<file path="src/rtl/regfile_pkg.sv">
// Shared constants and types for the 32 x 32-bit general-purpose register file.
package regfile_pkg;

   localparam int unsigned NUM_REGS = 32;
   localparam int unsigned DATA_W   = 32;
   localparam int unsigned ADDR_W   = 5;

   localparam logic [ADDR_W-1:0] ZERO_REG = 5'd0;

   typedef logic [ADDR_W-1:0] reg_addr_t;
   typedef logic [DATA_W-1:0] reg_data_t;

endpackage

</file>
<file path="src/rtl/DECODER_5_32.sv">
// 5-to-32 one-hot address decoder. The register file uses its output as
// per-register write enables.
module DECODER_5_32
   import regfile_pkg::*;
(
   input  reg_addr_t             Addr,
   output logic [NUM_REGS-1:0]   Out
);

   always_comb begin
      Out       = '0;
      Out[Addr] = 1'b1;
   end

endmodule

</file>
<file path="src/rtl/register_file.sv">
// 32 x DATA_W register file: two combinational read ports, one synchronous write
// port, R0 hardwired to zero, optional write-first bypass on both read ports.
module register_file
   import regfile_pkg::*;
#(
   parameter int DATA_W = 32,
   parameter int ADDR_W = 5,
   parameter int BYPASS = 1
) (
   input  logic              Clk,
   input  logic              Rst,
   input  logic [ADDR_W-1:0] Ard1,
   input  logic [ADDR_W-1:0] Ard2,
   input  logic [ADDR_W-1:0] Awr,
   input  logic [DATA_W-1:0] Din,
   input  logic              WrEn,
   output logic [DATA_W-1:0] Dout1,
   output logic [DATA_W-1:0] Dout2
);

   logic [NUM_REGS-1:0] dec_out;
   logic [NUM_REGS-1:0] wr_en;
   logic                unused_wr_en0;

   // R0 has no flop, so its slot is left out of the storage array.
   logic [DATA_W-1:0] regs_q [1:NUM_REGS-1];

   logic byp1;
   logic byp2;

   DECODER_5_32 u_wr_dec (
      .Addr (Awr),
      .Out  (dec_out)
   );

   assign wr_en         = dec_out & {NUM_REGS{WrEn}};
   assign unused_wr_en0 = wr_en[0];

   // NOTE: this array is reset on purpose -- every register must read 0 the
   // instant Rst rises, so it cannot be inferred as an unreset RAM macro.
   always_ff @(posedge Clk or posedge Rst) begin
      if (Rst) begin
         for (int i = 1; i < NUM_REGS; i++) begin
            regs_q[i] <= '0;
         end
      end else begin
         for (int i = 1; i < NUM_REGS; i++) begin
            if (wr_en[i]) begin
               regs_q[i] <= Din;
            end
         end
      end
   end

   assign byp1 = (BYPASS != 0) && !Rst && WrEn && (Awr == Ard1) && (Awr != ZERO_REG);
   assign byp2 = (BYPASS != 0) && !Rst && WrEn && (Awr == Ard2) && (Awr != ZERO_REG);

   always_comb begin
      if (Ard1 == ZERO_REG) begin
         Dout1 = '0;
      end else if (byp1) begin
         Dout1 = Din;
      end else begin
         Dout1 = regs_q[Ard1];
      end
   end

   always_comb begin
      if (Ard2 == ZERO_REG) begin
         Dout2 = '0;
      end else if (byp2) begin
         Dout2 = Din;
      end else begin
         Dout2 = regs_q[Ard2];
      end
   end

endmodule

</file>
<file path="config.mk">
export PLATFORM = sky130hd
export DESIGN_NAME = register_file
export DESIGN_NICKNAME = d
export VERILOG_FILES = /design/src/rtl/regfile_pkg.sv /design/src/rtl/DECODER_5_32.sv /design/src/rtl/register_file.sv
export SDC_FILE = /design/constraint.sdc
export NUM_CORES = 2
export LEC_CHECK = 0
export ABC_AREA = 1
export BUFFER_PORTS_ARGS = -buffer_cell sky130_fd_sc_hd__buf_2
export CELL_PAD_IN_SITES_DETAIL_PLACEMENT = 2
export CELL_PAD_IN_SITES_GLOBAL_PLACEMENT = 2
export CORE_MARGIN = 5
export CORE_UTILIZATION = 36
export DETAILED_ROUTE_END_ITERATION = 8
export PLACE_DENSITY_LB_ADDON = 0.15
export SETUP_SLACK_MARGIN = 0.4
export SLEW_MARGIN = 30
export SYNTH_ARGS = -nofsm -noshare
export SYNTH_HDL_FRONTEND = slang
export SYNTH_SLANG_ARGS = --single-unit
export TNS_END_PERCENT = 5
</file>
<file path="constraint.sdc">
create_clock -name Clk -period 44.7 [get_ports Clk]
set_clock_uncertainty 0.1 [all_clocks]
set_input_delay 8.94 -clock Clk [delete_from_list [all_inputs] [get_ports Clk]]
set_output_delay 8.94 -clock Clk [all_outputs]
set_load 0.02 [all_outputs]
</file>
Word-level counts from Yosys, hierarchy flattened
Cells that the tools add are included.
{ "word_totals": {"regBits": 992, "in_bits": 50, "out_inout_bits": 64, "elab_cells": 62} }
{ "classes": {"n_lt_le_gt_ge": 4, "n_eq_ne": 2, "muxes": 12, "n_bitwise": 3, "reduce_logical": 10} }
{ "ops": {"columns": ["operator", "n"], "rows": [
  ["$bmux W32 S5", 2],
  ["$mux W32", 8],
  ["$and A32 B32 Y32", 1],
  ["$ge A6 B6 Y1 const B", 2],
  ["$not A5 Y6", 2],
  ["$eq A5 B5 Y1", 2],
  ["$logic_not A5 Y1", 2],
  ["$logic_and A1 B1 Y1", 6],
  ["$lt A5 B6 Y1 const B", 1],
  ["$demux W1 S5", 1],
  ["$ge A5 B1 Y1 const B", 1],
  ["$reduce_bool A5 Y1", 1],
  ["$logic_not A1 Y1", 1],
  ["$mux W1", 1]
]} }

Depth between registers and ports, before layout
{ "depth": {"ltp_word": 6, "depth_mapped": 13, "ltp_nobuf": 9} }

Cells and area by module
From an unflattened synthesis, not the netlist that was laid out.
{ "unflattened": {"hier_cells": 8200, "hier_area_um2": 55993.7} }
{ "modules_own_cells": {"columns": ["mod", "n_inst", "cells_each", "area_per_inst_um2", "seq_area_each_um2"], "rows": [
  ["register_file", 1, 8150, 55798.5, 24823.8],
  ["DECODER_5_32", 1, 50, 195.2, 0.0]
]} }

Worst setup path before layout
No wires, ideal clock.
{ "synth_path": {"kind": "input-to-output", "start": "input port Rst", "end": "output port Dout2[30]", "arrival_time_ns": 32.024, "t_required_ns": 35.660, "slack_ns": 3.636, "cell_stages": 8, "path_buffers": 2, "path_cell_list": "inv_1 > nand2_1 > a211oi_1 > and2_1 > clkbuf_1 > clkbuf_1 > nand3_1 > nand2_1"} }
{ "synth_between": {"elab_chain_cells": 6} }
{ "synth_lines": {"columns": ["item", "line", "rtl"], "rows": [
  ["start, declared", "register_file.sv:11", "input logic Rst,"],
  ["$logic_not A1 Y1", "register_file.sv:56", "assign byp2 = (BYPASS != 0) && !Rst && WrEn && (Awr == Ard2) && (Awr != ZERO_REG);"],
  ["$logic_and A1 B1 Y1 (3 in a row)", "register_file.sv:56", null],
  ["$mux W32", "register_file.sv:71", "end else if (byp2) begin"],
  ["$mux W32", "register_file.sv:69", "if (Ard2 == ZERO_REG) begin"],
  ["end, declared", "register_file.sv:18", "output logic [DATA_W-1:0] Dout2"]
]} }
No other way between the ends.

Worst setup path after layout
{ "layout_path": {"start": "input port Ard1[0]", "end": "output port Dout1[7]"} }
{ "layout_between": {"elab_chain_cells": 6, "elab_cells_between_ends": 10, "cone_classes": "1 x eq/ne; 5 x mux; 1 x bitwise; 3 x reduce/logical"} }
{ "layout_lines": {"columns": ["item", "line", "rtl"], "rows": [
  ["start, declared", "register_file.sv:12", "input logic [ADDR_W-1:0] Ard1,"],
  ["$not A5 Y6 (not written as such)", "register_file.sv:64", "Dout1 = regs_q[Ard1];"],
  ["$bmux W32 S5", "register_file.sv:64", null],
  ["$mux W32 (not written as such) (2 in a row)", "register_file.sv:64", null],
  ["$mux W32", "register_file.sv:61", "end else if (byp1) begin"],
  ["$mux W32 (*)", "register_file.sv:59", "if (Ard1 == ZERO_REG) begin"],
  ["end, declared", "register_file.sv:17", "output logic [DATA_W-1:0] Dout1,"]
]} }
Mark *: on every way between the ends. The rest lies on a longest branch, timed or not. The select of a mux whose other input is x is not followed.

==> results.md <==
- Status: finished clean
- Reg clk slew, reported paths: around 0.06 ns
- Cts hold-fix bufs: 0
- CP dominant cell by count: nand3_1
- Clk buf depth: 3
- Setup repair bufs after CTS: 0
- Number of synthesized flops with an enable pin: 0
- Netlist cell types: 26
- WL final: 279400 µm
- Leakage: approximately 28 nW
- Crit start category: input port
- Most frequent cell after synthesis: nand2_1
- Post-synth ARST share: 1.000
- Top cell type by total area after synthesis: dfrtp_1
- Post-DP Area: between 50000 and 60000 µm²
- GRT Overall Usage: 0.3370
- CTS Sinks: ~990
- Row count: approximately 140
- Worst hold start: regs_q[30]
- First-pass detailed-route iteration total: 5
- Final Critical Period: between 20 and 25 ns
- Top reg by flops: regs_q
- GRT overflow: 0
- Fmax: 0.04473 GHz
- Reg-to-Reg Start: regs_q[236]
- Post-route ant nets: 0
- R2R setup slack: between 40 and 50 ns
- Share of cells above drive strength 1: 0.06875
- Seq/Total Area, Yosys: 0.4511
- Syn nets: between 8k and 9k
- # setup viols final: 0
- Max-cap violations: 0
- Clk_lat worst skew: around 0.75 ns
- Mapped Avg Cell Area: roughly 6.9 µm²
- Mapped Area: roughly 55000 µm²
- CTS tree: yes
- RePlAce Congestion: 0.8007
- Die Area: 160800 µm²
- Final hold viol count: 0
- Die Y: between 400 and 500 µm
- Layout Utilization: 0.4021
- Layout Cells excl Fill: about 9.8k
- Area Growth Syn to Fin: 11.01%
- DRT iter0 DRCs: 5064
- Vias: between 50k and 60k
- Max reg flops: between 900 and 1k
- Worst r2r dst: regs_q[236]
- Initial antenna violation count: 10
- Routed len/inst: approximately 29 µm
- PD cells: ~47 nW/µm²
- Initial Utilization: 0.3622
- Worst Path Required: about 36 ns
- First-pass GRT wire length: just over 400000 µm
- Cell count of the worst hold path: 2
- Top flop regs: regs_q x992
- Critical Path AT: 13.32 ns
- Final instance area: approximately 60000 µm²
- IO Port Bufs: around 110
- Worst min-delay path class: flip-flop to flip-flop
- Worst setup EP type: primary output
- Commonest cells in the netlist: 2929 x nand2_1, 1939 x nand3_1, 992 x dfrtp_1, 813 x o21ai_0, 628 x clkbuf_1
- DP HPWL: 149500 µm
- Total negative slack: 0 ns
- Total CTS buffers: between 100 and 150
- Depth of the CTS H-tree: 3
- Total power: 2.866 mW
- Tcrit/Tclk final: 0.5002
- Reg2reg path depth: 2
- Ys Warns: 0
- Placed Cells: 9528
- Nets: ~7.7k
- Critical path peak fanout: 157
- I/O pin cnt: approximately 110
- Vias in the first global route: roughly 63k
- CP cell instances: buf_8 > inv_8 > buf_12 > buf_6 > buf_4 > nand2_1 > nand3_1 > nand3_1 > nand3_1 > nand3_1 > nand3_1 > nand2_1 > inv_1 > buf_2
- Synth top area cells: dfrtp_1 45%, nand2_1 20%, nand3_1 18%, o21ai_0 7.4%, clkbuf_1 4.3%
- Clk Tree Root Cell: clkbuf_16
- Final Max Tran Viols: 0
- Slew headroom: 0.2780
- Largest net degree at the start of global routing: about 180
- Vias/cell: ~6.1
- RSZ-0062 raised after global routing: false
- Post-CTS sizing: 0
- Hold EP: regs_q[30]
- Number of remaining DRC errors: 0
- VDD IR max: about 0.035 mV
- Die width: ~400 µm
- Worst slew pin tran: 1.083 ns
- Critical Path Max Stage Delay: around 0.77 ns
- Post-synth top area share: 0.4511
- Core Region: around 150000 µm²
- Main synth FF type: dfrtp_1
- CP max stage cell: buf_4
- Synth Instances: 7992
- Crit Path Class: input port to primary output
- Seq cells post-synth: 992
-- stage by stage --
step	worst slack, ns	hold slack (ns)
after floorplan	3.636	0.3530
after global placement	22.38	0.3696
after detailed placement	22.28	0.3767
after CTS	22.26	0.3922
after global routing	22.22	0.4143
final	22.34	0.3941
-- worst max path at each step --
stage                     cells past startpoint   endpoint  slack [ns]     from
after global placement                       14   Dout1[7]       22.38  Ard1[0]
after global routing                         14   Dout1[7]       22.22  Ard1[0]
after floorplan                               8  Dout2[30]        3.64      Rst
after detailed placement                     14   Dout1[7]       22.28  Ard1[0]
after CTS                                    14   Dout1[7]       22.26  Ard1[0]
final                                        14   Dout1[7]       22.34  Ard1[0]
-- where the power goes --
part	internal, mW	switching, mW	leakage [nW]
sequential	1.08	0.152	12.7
combinational	0.190	0.382	13.3
clock	0.632	0.435	2.10
-- layout by cell type (no fill, tap or decap), drive strengths merged --
| cell | Yosys | final |
|---|---|---|
| nand2 | 2929 | 2929 |
| nand3 | 1939 | 1939 |
| dfrtp | 992 | 992 |
| o21ai | 839 | 839 |
| buf | 97 | 231 |
| clkbuf | 629 | 187 |
| nor2 | 172 | 172 |
| a21oi | 164 | 164 |
| inv | 165 | 160 |
| or2 | 34 | 34 |
| clkinv | 2 | 34 |
| nor3 | 13 | 13 |
| bufinv | 0 | 11 |
| o211ai | 7 | 7 |
| xor2 | 5 | 5 |
| diode | 0 | 4 |
| clkinvlp | 0 | 2 |
| nand4 | 1 | 1 |
| a211oi | 1 | 1 |
| nand3b | 1 | 1 |
| and2 | 1 | 1 |
| nor4 | 1 | 1 |
-- worst max-delay path: cells and delay by family --
family,cells,cell delay [ns]
buffers and inverters,7,2.92
and+or+nand+nor,7,1.02
-- cell type report --
type | count | area, µm²
Fill cell | 17850 | 90820
Multi-Input combinational cell | 6107 | 27120
Sequential cell | 992 | 24820
Clock buffer | 185 | 3711
Tap cell | 2030 | 2540
Timing Repair Buffer | 233 | 1667
Inverter | 167 | 681.9
Clock inverter | 40 | 529.3
Antenna cell | 4 | 10.01
-- routing by layer --
layer / global-route usage / up-vias / part of all wire
met3: 0.05022 / 514 / 0.062
met1: 0.4493 / 31280 / 0.43
met4: 0.1032 / 2 / 0.036
li1: - / 25570 / -
met2: 0.5674 / 1957 / 0.47
met5: 0 / - / 0.000061
-- cell families (layout without fill, tap and decap cells) --
kind of cell | after synthesis | after routing | synth area share
AND/OR/NAND/NOR | 5091 | 5091 | 0.3943
AO/OA/AOI/OAI | 1011 | 1011 | 0.09232
flip-flops | 992 | 992 | 0.4511
buffers and inverters | 893 | 625 | 0.06146
XOR/XNOR | 5 | 5 | 0.0007958
other | 0 | 4 | 0
Power figures use the tool's default switching activity.
